===== src/rtl/iq_decim_avg.sv =====
// I/Q accumulate-and-dump decimator: averages DECIM ADC samples per output over valid/ready.
// Optional rounding (round half up) is enabled by defining IQ_DECIM_ROUND_EN; default truncates.
//
// phase | meaning
// ------+-----------------------------------------------------------
// ACC   | cnt < DECIM-1, strobed samples add into acc_i/acc_q
// DUMP  | cnt = DECIM-1, strobed sample completes the frame and loads output
module iq_decim_avg #(
    parameter int DATA_W = 8,
    parameter int DECIM  = 4
) (
    input  logic                     clk,
    input  logic                     resetn,
    input  logic                     sample_valid,
    input  logic signed [DATA_W-1:0] i_in,
    input  logic signed [DATA_W-1:0] q_in,
    input  logic                     clear,
    output logic signed [DATA_W-1:0] i_out,
    output logic signed [DATA_W-1:0] q_out,
    output logic                     out_valid,
    input  logic                     out_ready,
    output logic                     overrun
);

    localparam int L  = $clog2(DECIM);
    localparam int AW = DATA_W + L;

    localparam logic [L-1:0] CNT_LAST = L'(DECIM - 1);

`ifdef IQ_DECIM_ROUND_EN
    localparam logic signed [AW-1:0] BIAS = AW'(DECIM / 2);
`else
    localparam logic signed [AW-1:0] BIAS = '0;
`endif

    logic [L-1:0]         cnt;
    logic signed [AW-1:0] acc_i;
    logic signed [AW-1:0] acc_q;

    logic signed [AW-1:0] ext_i;
    logic signed [AW-1:0] ext_q;
    logic signed [AW-1:0] sum_i;
    logic signed [AW-1:0] sum_q;
    logic signed [AW-1:0] rnd_i;
    logic signed [AW-1:0] rnd_q;
    logic                 dump;
    logic                 unused_lsb;

    assign ext_i = {{L{i_in[DATA_W-1]}}, i_in};
    assign ext_q = {{L{q_in[DATA_W-1]}}, q_in};
    assign sum_i = acc_i + ext_i;
    assign sum_q = acc_q + ext_q;
    // A full frame of DECIM samples plus the bias always fits in AW bits.
    assign rnd_i = sum_i + BIAS;
    assign rnd_q = sum_q + BIAS;
    assign dump  = sample_valid && (cnt == CNT_LAST);

    // Fractional bits are dropped by the divide-by-DECIM shift.
    assign unused_lsb = ^{rnd_i[L-1:0], rnd_q[L-1:0]};

    always_ff @(posedge clk or negedge resetn) begin
        if (!resetn) begin
            cnt       <= '0;
            acc_i     <= '0;
            acc_q     <= '0;
            i_out     <= '0;
            q_out     <= '0;
            out_valid <= 1'b0;
            overrun   <= 1'b0;
        end else if (clear) begin
            cnt       <= '0;
            acc_i     <= '0;
            acc_q     <= '0;
            i_out     <= '0;
            q_out     <= '0;
            out_valid <= 1'b0;
            overrun   <= 1'b0;
        end else begin
            if (dump) begin
                i_out     <= rnd_i[AW-1:L];
                q_out     <= rnd_q[AW-1:L];
                acc_i     <= '0;
                acc_q     <= '0;
                cnt       <= '0;
                out_valid <= 1'b1;
                if (out_valid && !out_ready) begin
                    overrun <= 1'b1;
                end
            end else begin
                if (sample_valid) begin
                    acc_i <= sum_i;
                    acc_q <= sum_q;
                    cnt   <= cnt + L'(1);
                end
                if (out_valid && out_ready) begin
                    out_valid <= 1'b0;
                end
            end
        end
    end

endmodule


===== config.mk =====
export PLATFORM = sky130hd
export DESIGN_NAME = iq_decim_avg
export DESIGN_NICKNAME = d
export VERILOG_FILES = /design/src/rtl/iq_decim_avg.sv
export SDC_FILE = /design/constraint.sdc
export NUM_CORES = 1
export LEC_CHECK = 0
export ABC_AREA = 1
export CAP_MARGIN = 25
export CORE_UTILIZATION = 48
export DETAILED_ROUTE_END_ITERATION = 8
export GPL_TIMING_DRIVEN = 0
export PLACE_DENSITY = 0.85
export SLEW_MARGIN = 20
export SYNTH_ARGS = -nofsm -noshare
export SYNTH_HDL_FRONTEND = slang
export SYNTH_SLANG_ARGS = --single-unit

===== constraint.sdc =====
create_clock -name clk -period 1.6 [get_ports clk]
set_input_delay 0.32 -clock clk [delete_from_list [all_inputs] [get_ports clk]]
set_output_delay 0.32 -clock clk [all_outputs]
set_load 0.01 [all_outputs]

==> results.yml, run 1 <==
synth:
  yosys.area_share.simple_pct: 29.93
  synth_top_family_by_area: "simple AND/OR/NAND/NOR gates"
  syn_nets: 348
  synth_xor_area_share_pct: 2.935
  synth-adder-area-share_pct: 11.64
  syn-instance-count: 306
  syn_avg_cell_area_um2: 7.802
  synth.distinct_cells: 23
  syn_area_mm2: 0.002387
  synth_seq_cells: 40
  synth_compound_area_share_pct: 8.176
  yosysSeqAreaShare_pct: 41.93
  synth_mux_area_share_pct: 0
  yosysWarnings: 0
floorplanning:
  initial_core_util_pct: 50.21
  coreArea_mm2: 0.004755
  std_cell_rows: 25
  fp.dieW_um: 72.53
  ios: 39
  die-area_mm2: 0.005260
  die_y_um: 72.53
grt:
  grt_pass1_wl_um: 9494
  overflow: 0
  grt_max_degree: 33
  grt_usage_pct: 23.66
  grt_pass1_vias: 2218
  antenna_found_initial: 0
clocking:
  cts.clk_slew.worst_paths_ps: 90
  clk_latency_ps: 310
  cts_made_buffers: 5
  h-tree-depth: 2
  cts.sinks: 40
  cts_tree: "built"
  clockBufferDepth: 2
  clock-root-buffer: "clkbuf_8"
sta:
  skew_ps: 9.159
  period_share_pct: 105.8
  setup_violations: 7
  hold_violations: 0
  fin_setup_tns_ps: -246.6
  setup_slack_ps: -92.23
  tightestPinTransition_ps: 308.3
  slew_violations: 0
  finalCriticalPeriod_ps: 1692
  holdWs_ps: 392.0
  slew_headroom_pct: 79.42
  rsz0062_at_grt: "true"
  max_freq_ghz: 0.5909
placed_design:
  place_hpwl_um: 4043
  portBuffers: 38
  routabilityCongestion: 0.8605
  dpl_worst_slack_ps: -633.7
  dp_cells: 412
pwr:
  p_leak_nw: 1.641
  power_density_mw_per_mm2: 871.7
  ir_drop_uv: 568.9
layout:
  multi_input_comb_area_mm2: 0.001575
  fin_cells: 428
  layout.nets: 402
  fillCellCount: 331
  regArea_mm2: 0.001001
  syn_to_final_growth_pct: 40.93
  n_antenna_cell: 0
  drive_gt1_share_pct: 20.22
worst_setup_path:
  crit_required_ps: 1840
  path_max_fanout: 3
  endpoint_kind: "register"
  worstSetupStartpointType: "register"
  crit_type: "reg -> reg"
  arrival_ps: 1930
routing:
  ant_nets: 0
  drtPass1Iterations: 4
  drt_iter0_drc: 150
  drc: 0
  vias_per_cell: 5.362
  routed_wl_um: 6282
  vias: 2295
  wl_per_cell_um: 14.68
status:
  violations: "setup timing"
  status: "complete, but fails checks"
worst_hold_path:
  holdCritPathClass: "in -> async"
job:
  max_cap_violations: 0
-- layout by cell type, fill, tap and decap left out, types with 2 or more instances in the layout --
cell type,count
nand2_1,105
dfrtp_1,40
clkdlybuf4s50_1,30
nand3_1,25
inv_1,24
ha_4,15
nand2_2,12
nor2_1,11
o21ai_0,11
buf_4,8
nand3_2,6
nand3b_1,6
xnor2_1,6
a21oi_1,6
buf_2,5
nor2_2,5
clkbuf_8,5
dlymetal6s2s_1,4
inv_2,3
a21oi_4,3
a22o_1,3
ha_1,3
dlygate4sd2_1,3
a21oi_2,2
o21ai_4,2
xor2_1,2
o21ai_1,2
o21a_1,2
nand4_1,2
o22ai_1,2
fa_2,2
-- stage by stage --
| stage | util [%] | power [W] | cell area (µm²) |
|---|---|---|---|
| 2_1_floorplan | - | 0.001638 | 2387 |
| 5_1_grt | 70.76 | 0.003086 | 3364 |
| 6_report | 70.76 | 0.002933 | 3364 |
| 4_1_cts | 64.68 | 0.002741 | 3075 |
| 3_3_place_gp | 59.97 | 0.001817 | 2851 |
| 3_5_place_dp | 60.29 | 0.001849 | 2867 |
-- registers in the layout (all words and copies together), names as in the netlist --
name and flops:
acc_i 10, acc_q 10, cnt 2, i_out 8, out_valid 1, overrun 1
q_out 8
-- critical path, cell delays in order (launching register included) --
cell	delay, ps
dfrtp_1	410
ha_4	160
inv_2	30
fa_2	360
o21ai_4	230
nand2_2	100
nand3b_1	150
nand3_2	110
nand2_1	80
-- per-layer routing --
metal  up-vias  global-route usage (%)  part of all wire [%]
met2        63                   41.54                    53
met3        15                   4.306                   4.1
met5         -                       0                     0
li1       1102                       -                     -
met4         0                   12.20                   2.4
met1      1115                   27.52                    40
-- final cells by class --
| class | instances | share of cell area [%] |
|---|---|---|
| inverters | 27 | 3.012 |
| repair buffers | 47 | 13.80 |
| well taps | 67 | 2.492 |
| multi-input cells | 234 | 46.82 |
| flip-flops and latches | 40 | 29.75 |
| clock buffers | 5 | 2.045 |
| plain buffers | 5 | 0.8181 |
| clock inverters | 3 | 1.264 |
-- path summary, 6_finish.rpt --
check                           depth (start not counted)     start  endpoint  slack [ps]
worst max-delay path                                    8  acc_q[0]  acc_q[6]         -90
worst min-delay path                                    2    resetn  i_out[0]         390
worst max register to register                          8  acc_q[0]  acc_q[6]         -90
worst min register to register                          2  q_out[7]  q_out[7]         490
max in group asynchronous                               3    resetn  acc_q[4]         760
min in group clk                                        2  q_out[7]  q_out[7]         490
-- kinds of logic (layout without fill, tap and decap cells) --
kind of cell / after synthesis / count (layout)
buf+inv: 32 / 87
fa+ha+maj: 21 / 21
simple gates: 172 / 172
compound gates: 33 / 33
xor+xnor: 8 / 8
flops: 40 / 40
-- report_power, final --
| part | switching (W) | internal [W] | leakage, nW |
|---|---|---|---|
| logic | 0.000511 | 0.000424 | 1.04 |
| registers | 0.0000681 | 0.00108 | 0.544 |
| clock network | 0.000386 | 0.000462 | 0.0541 |
| total | 0.000966 | 0.00197 | 1.64 |
-- repair_timing --
action / in CTS / in global routing
resized for setup: 16 / 44
pin swaps: 10 / 15
setup buffers: 4 / 3
endpoints found under the hold margin: 8 / 0
setup endpoints to repair: 23 / 27
cloned: 0 / 0
hold buffers: 1 / 0
-- synth_stat cells (all sizes together) --
| master | n | area, µm² |
|---|---|---|
| a22o | 3 | 26.28 |
| inv | 27 | 101.3 |
| fa | 2 | 40.04 |
| o22ai | 2 | 12.51 |
| o21a | 2 | 15.01 |
| nand2 | 117 | 439.2 |
| nand4 | 2 | 12.51 |
| nor2 | 16 | 62.56 |
| dfrtp | 40 | 1001 |
| nand3b | 6 | 45.04 |
| nand3 | 31 | 155.2 |
| a21oi | 11 | 58.81 |
| buf | 5 | 27.53 |
| o21ai | 15 | 82.58 |
| ha | 19 | 237.7 |
| xnor2 | 6 | 52.55 |
| xor2 | 2 | 17.52 |
(Power assumes the default switching activity.)
==> run 2: changes to the inputs <==
- CORE_UTILIZATION: 48 -> 53
- PLACE_DENSITY: 0.85 -> 0.88
- clock period: 1.6 -> 1.84 ns (I/O delays scaled with it)
==> results.yml, run 2 (same netlist as run 1, synthesis figures left out) <==
status:
  status: "complete, no violations"
grt:
  grt_pass1_vias: 2200
  grt_usage_pct: 24.51
  grt_pass1_wl_um: 9239
  grt_max_degree: 30
  antenna_found_initial: 0
  overflow: 0
layout:
  mostFrequentLayoutCell: "nand2_1"
  n_antenna_cell: 0
  fin_cells: 410
  drive_gt1_share_pct: 11.73
  top_regs: "acc_i: 10 flops, acc_q: 10 flops"
  layout.nets: 399
  final_cell_mix: "111 x nand2_1, 40 x dfrtp_1, 33 x clkdlybuf4s50_1"
  design_area_mm2: 0.003134
  syn_to_final_growth_pct: 31.29
placed_design:
  place_hpwl_um: 3993
  dp_cells: 397
  portBuffers: 38
  dpl_cell_area_mm2: 0.002848
  routabilityCongestion: 0.8472
  dpl_worst_slack_ps: -427.8
worst_setup_path:
  worstSetupStartpointType: "register"
  critical_path_cell_count: 9
  r2r-end: "acc_q[6]"
  crit_required_ps: 2030
  worst-path-buf-inv: 1
  arrival_ps: 1930
  r2r_cells: 9
  r2r_start: "acc_q[0]"
  ff2ff_setup_slack_ps: 100
  path_max_fanout: 3
  crit_family: "adder cells"
  crit_type: "reg -> reg"
  worstPathCellList: "ha_2 > inv_1 > fa_2 > o21ai_4 > nand2_1 > nand2_1 > nand2_1 > nand3_1 > nand2_1"
  endpoint: "acc_q[6]"
  crit_path_frequent_cell: "nand2_1"
  cpPeakStageDelay_ps: 420
  crit_slowest_cell: "fa_2"
  startpoint: "acc_q[0]"
  endpoint_kind: "register"
job:
  max_cap_violations: 0
routing:
  vias_per_cell: 5.483
  drtPass1Iterations: 4
  vias: 2248
  routed_wl_um: 5659
  ant_nets: 0
  drt_iter0_drc: 187
  drc: 0
  wl_per_cell_um: 13.80
clocking:
  cts.sinks: 40
  cts.clk_slew.worst_paths_ps: 80
  cts_made_buffers: 5
  h-tree-depth: 2
  cts_tree: "built"
  clock-root-buffer: "clkbuf_8"
  clockBufferDepth: 2
  clk_latency_ps: 300
floorplanning:
  std_cell_rows: 24
  initial_core_util_pct: 54.83
  die_y_um: 69.12
  ios: 39
  coreArea_mm2: 0.004354
  die-area_mm2: 0.004777
  fp.dieW_um: 69.12
worst_hold_path:
  holdCritPathClass: "in -> async"
sta:
  slew_headroom_pct: 76.80
  setup_violations: 0
  finalCriticalPeriod_ps: 1740
  setup_slack_ps: 99.74
  max_freq_ghz: 0.5746
  period_share_pct: 94.58
  skew_ps: 7.021
  slew_violations: 0
  rsz0062_at_grt: "false"
  holdWs_ps: 472.7
  tightestPinTransition_ps: 347.9
  hold_violations: 0
pwr:
  seqPwrFrac_pct: 39.4
  power.switching_w: 0.0007701
  swShare_pct: 30.92
  p_int_w: 0.001720
  pwr-share-comb_pct: 28.6
  power_density_mw_per_mm2: 794.5
  p_leak_nw: 1.620
  clockPowerShare_pct: 32.0
  ir_drop_uv: 510.0
[run 2: changes by cell type in the layout (fill, tap and decap cells not counted), moves of 4 or more]
cell	before	now
nand3_2	6	1
nor2_1	11	15
nand3_1	25	30
nor2_2	5	1
ha_1	3	13
nand2_2	12	6
nand2_1	105	111
ha_4	15	4
[run 2: worst min-delay path by stage]
stage	startpoint	endpoint	slack [ps]	depth (start not counted)
4_1_cts	resetn	acc_q[9]	480	2
2_1_floorplan	resetn	acc_i[0]	70	0
6_report	resetn	q_out[0]	470	2
3_3_place_gp	cnt[1]	cnt[1]	460	2
3_5_place_dp	resetn	q_out[0]	270	1
5_1_grt	i_in[0]	acc_i[0]	480	3
[run 2: cell type report]
type / instances / area [µm²]
timing repair buffer: 44 / 445.4
sequential: 40 / 1001
clock inverter: 1 / 30.03
fill: 307 / 1220
clock buffer: 7 / 96.34
inverter: 27 / 101.3
buffer: 5 / 27.53
multi-input combinational: 234 / 1368
tap: 52 / 65.06
[run 2: what timing repair did]
| action | 4_1_cts | 5_1_grt |
|---|---|---|
| endpoints found under the hold margin | 11 | 0 |
| gates resized for setup | 4 | 22 |
| hold buffers | 1 | 0 |
| pin swaps | 2 | 7 |
| buffers inserted | 0 | 4 |
| endpoints found under the setup margin | 12 | 16 |
[run 2: stage by stage]
stage               utilization (%)  total power (W)  TNS [ps]
finish                        71.98         0.002490         0
CTS                           68.88         0.002420         0
global placement              65.06         0.001580    -28340
detailed placement            65.40         0.001608     -6952
floorplan                         -         0.001424         0
global route                  71.98         0.002634         0
[run 2: power by group through the flow]
stage	clock network (W)	registers [W]	logic, W
6_report	0.000797	0.000982	0.000712
5_1_grt	0.000848	0.000989	0.000796
4_1_cts	0.000813	0.000976	0.000631
3_5_place_dp	0	0.000993	0.000616
3_3_place_gp	0	0.000990	0.000590
2_1_floorplan	0	0.000987	0.000437
[run 2: worst register-to-register path: stages (launching register included)]
cell,delay [ps]
dfrtp_1,380
ha_2,200
inv_1,60
fa_2,420
o21ai_4,210
nand2_1,100
nand2_1,70
nand2_1,60
nand3_1,70
nand2_1,50
[run 2: layer usage]
metal	routed length (µm)	track usage [%]	up-vias	part of all wire [%]
li1	-	-	1100	-
met1	2309	29.01	1059	41
met2	2907	43.15	76	51
met3	321	5.409	13	5.7
met4	120	9.297	0	2.1
met5	0	0	-	0
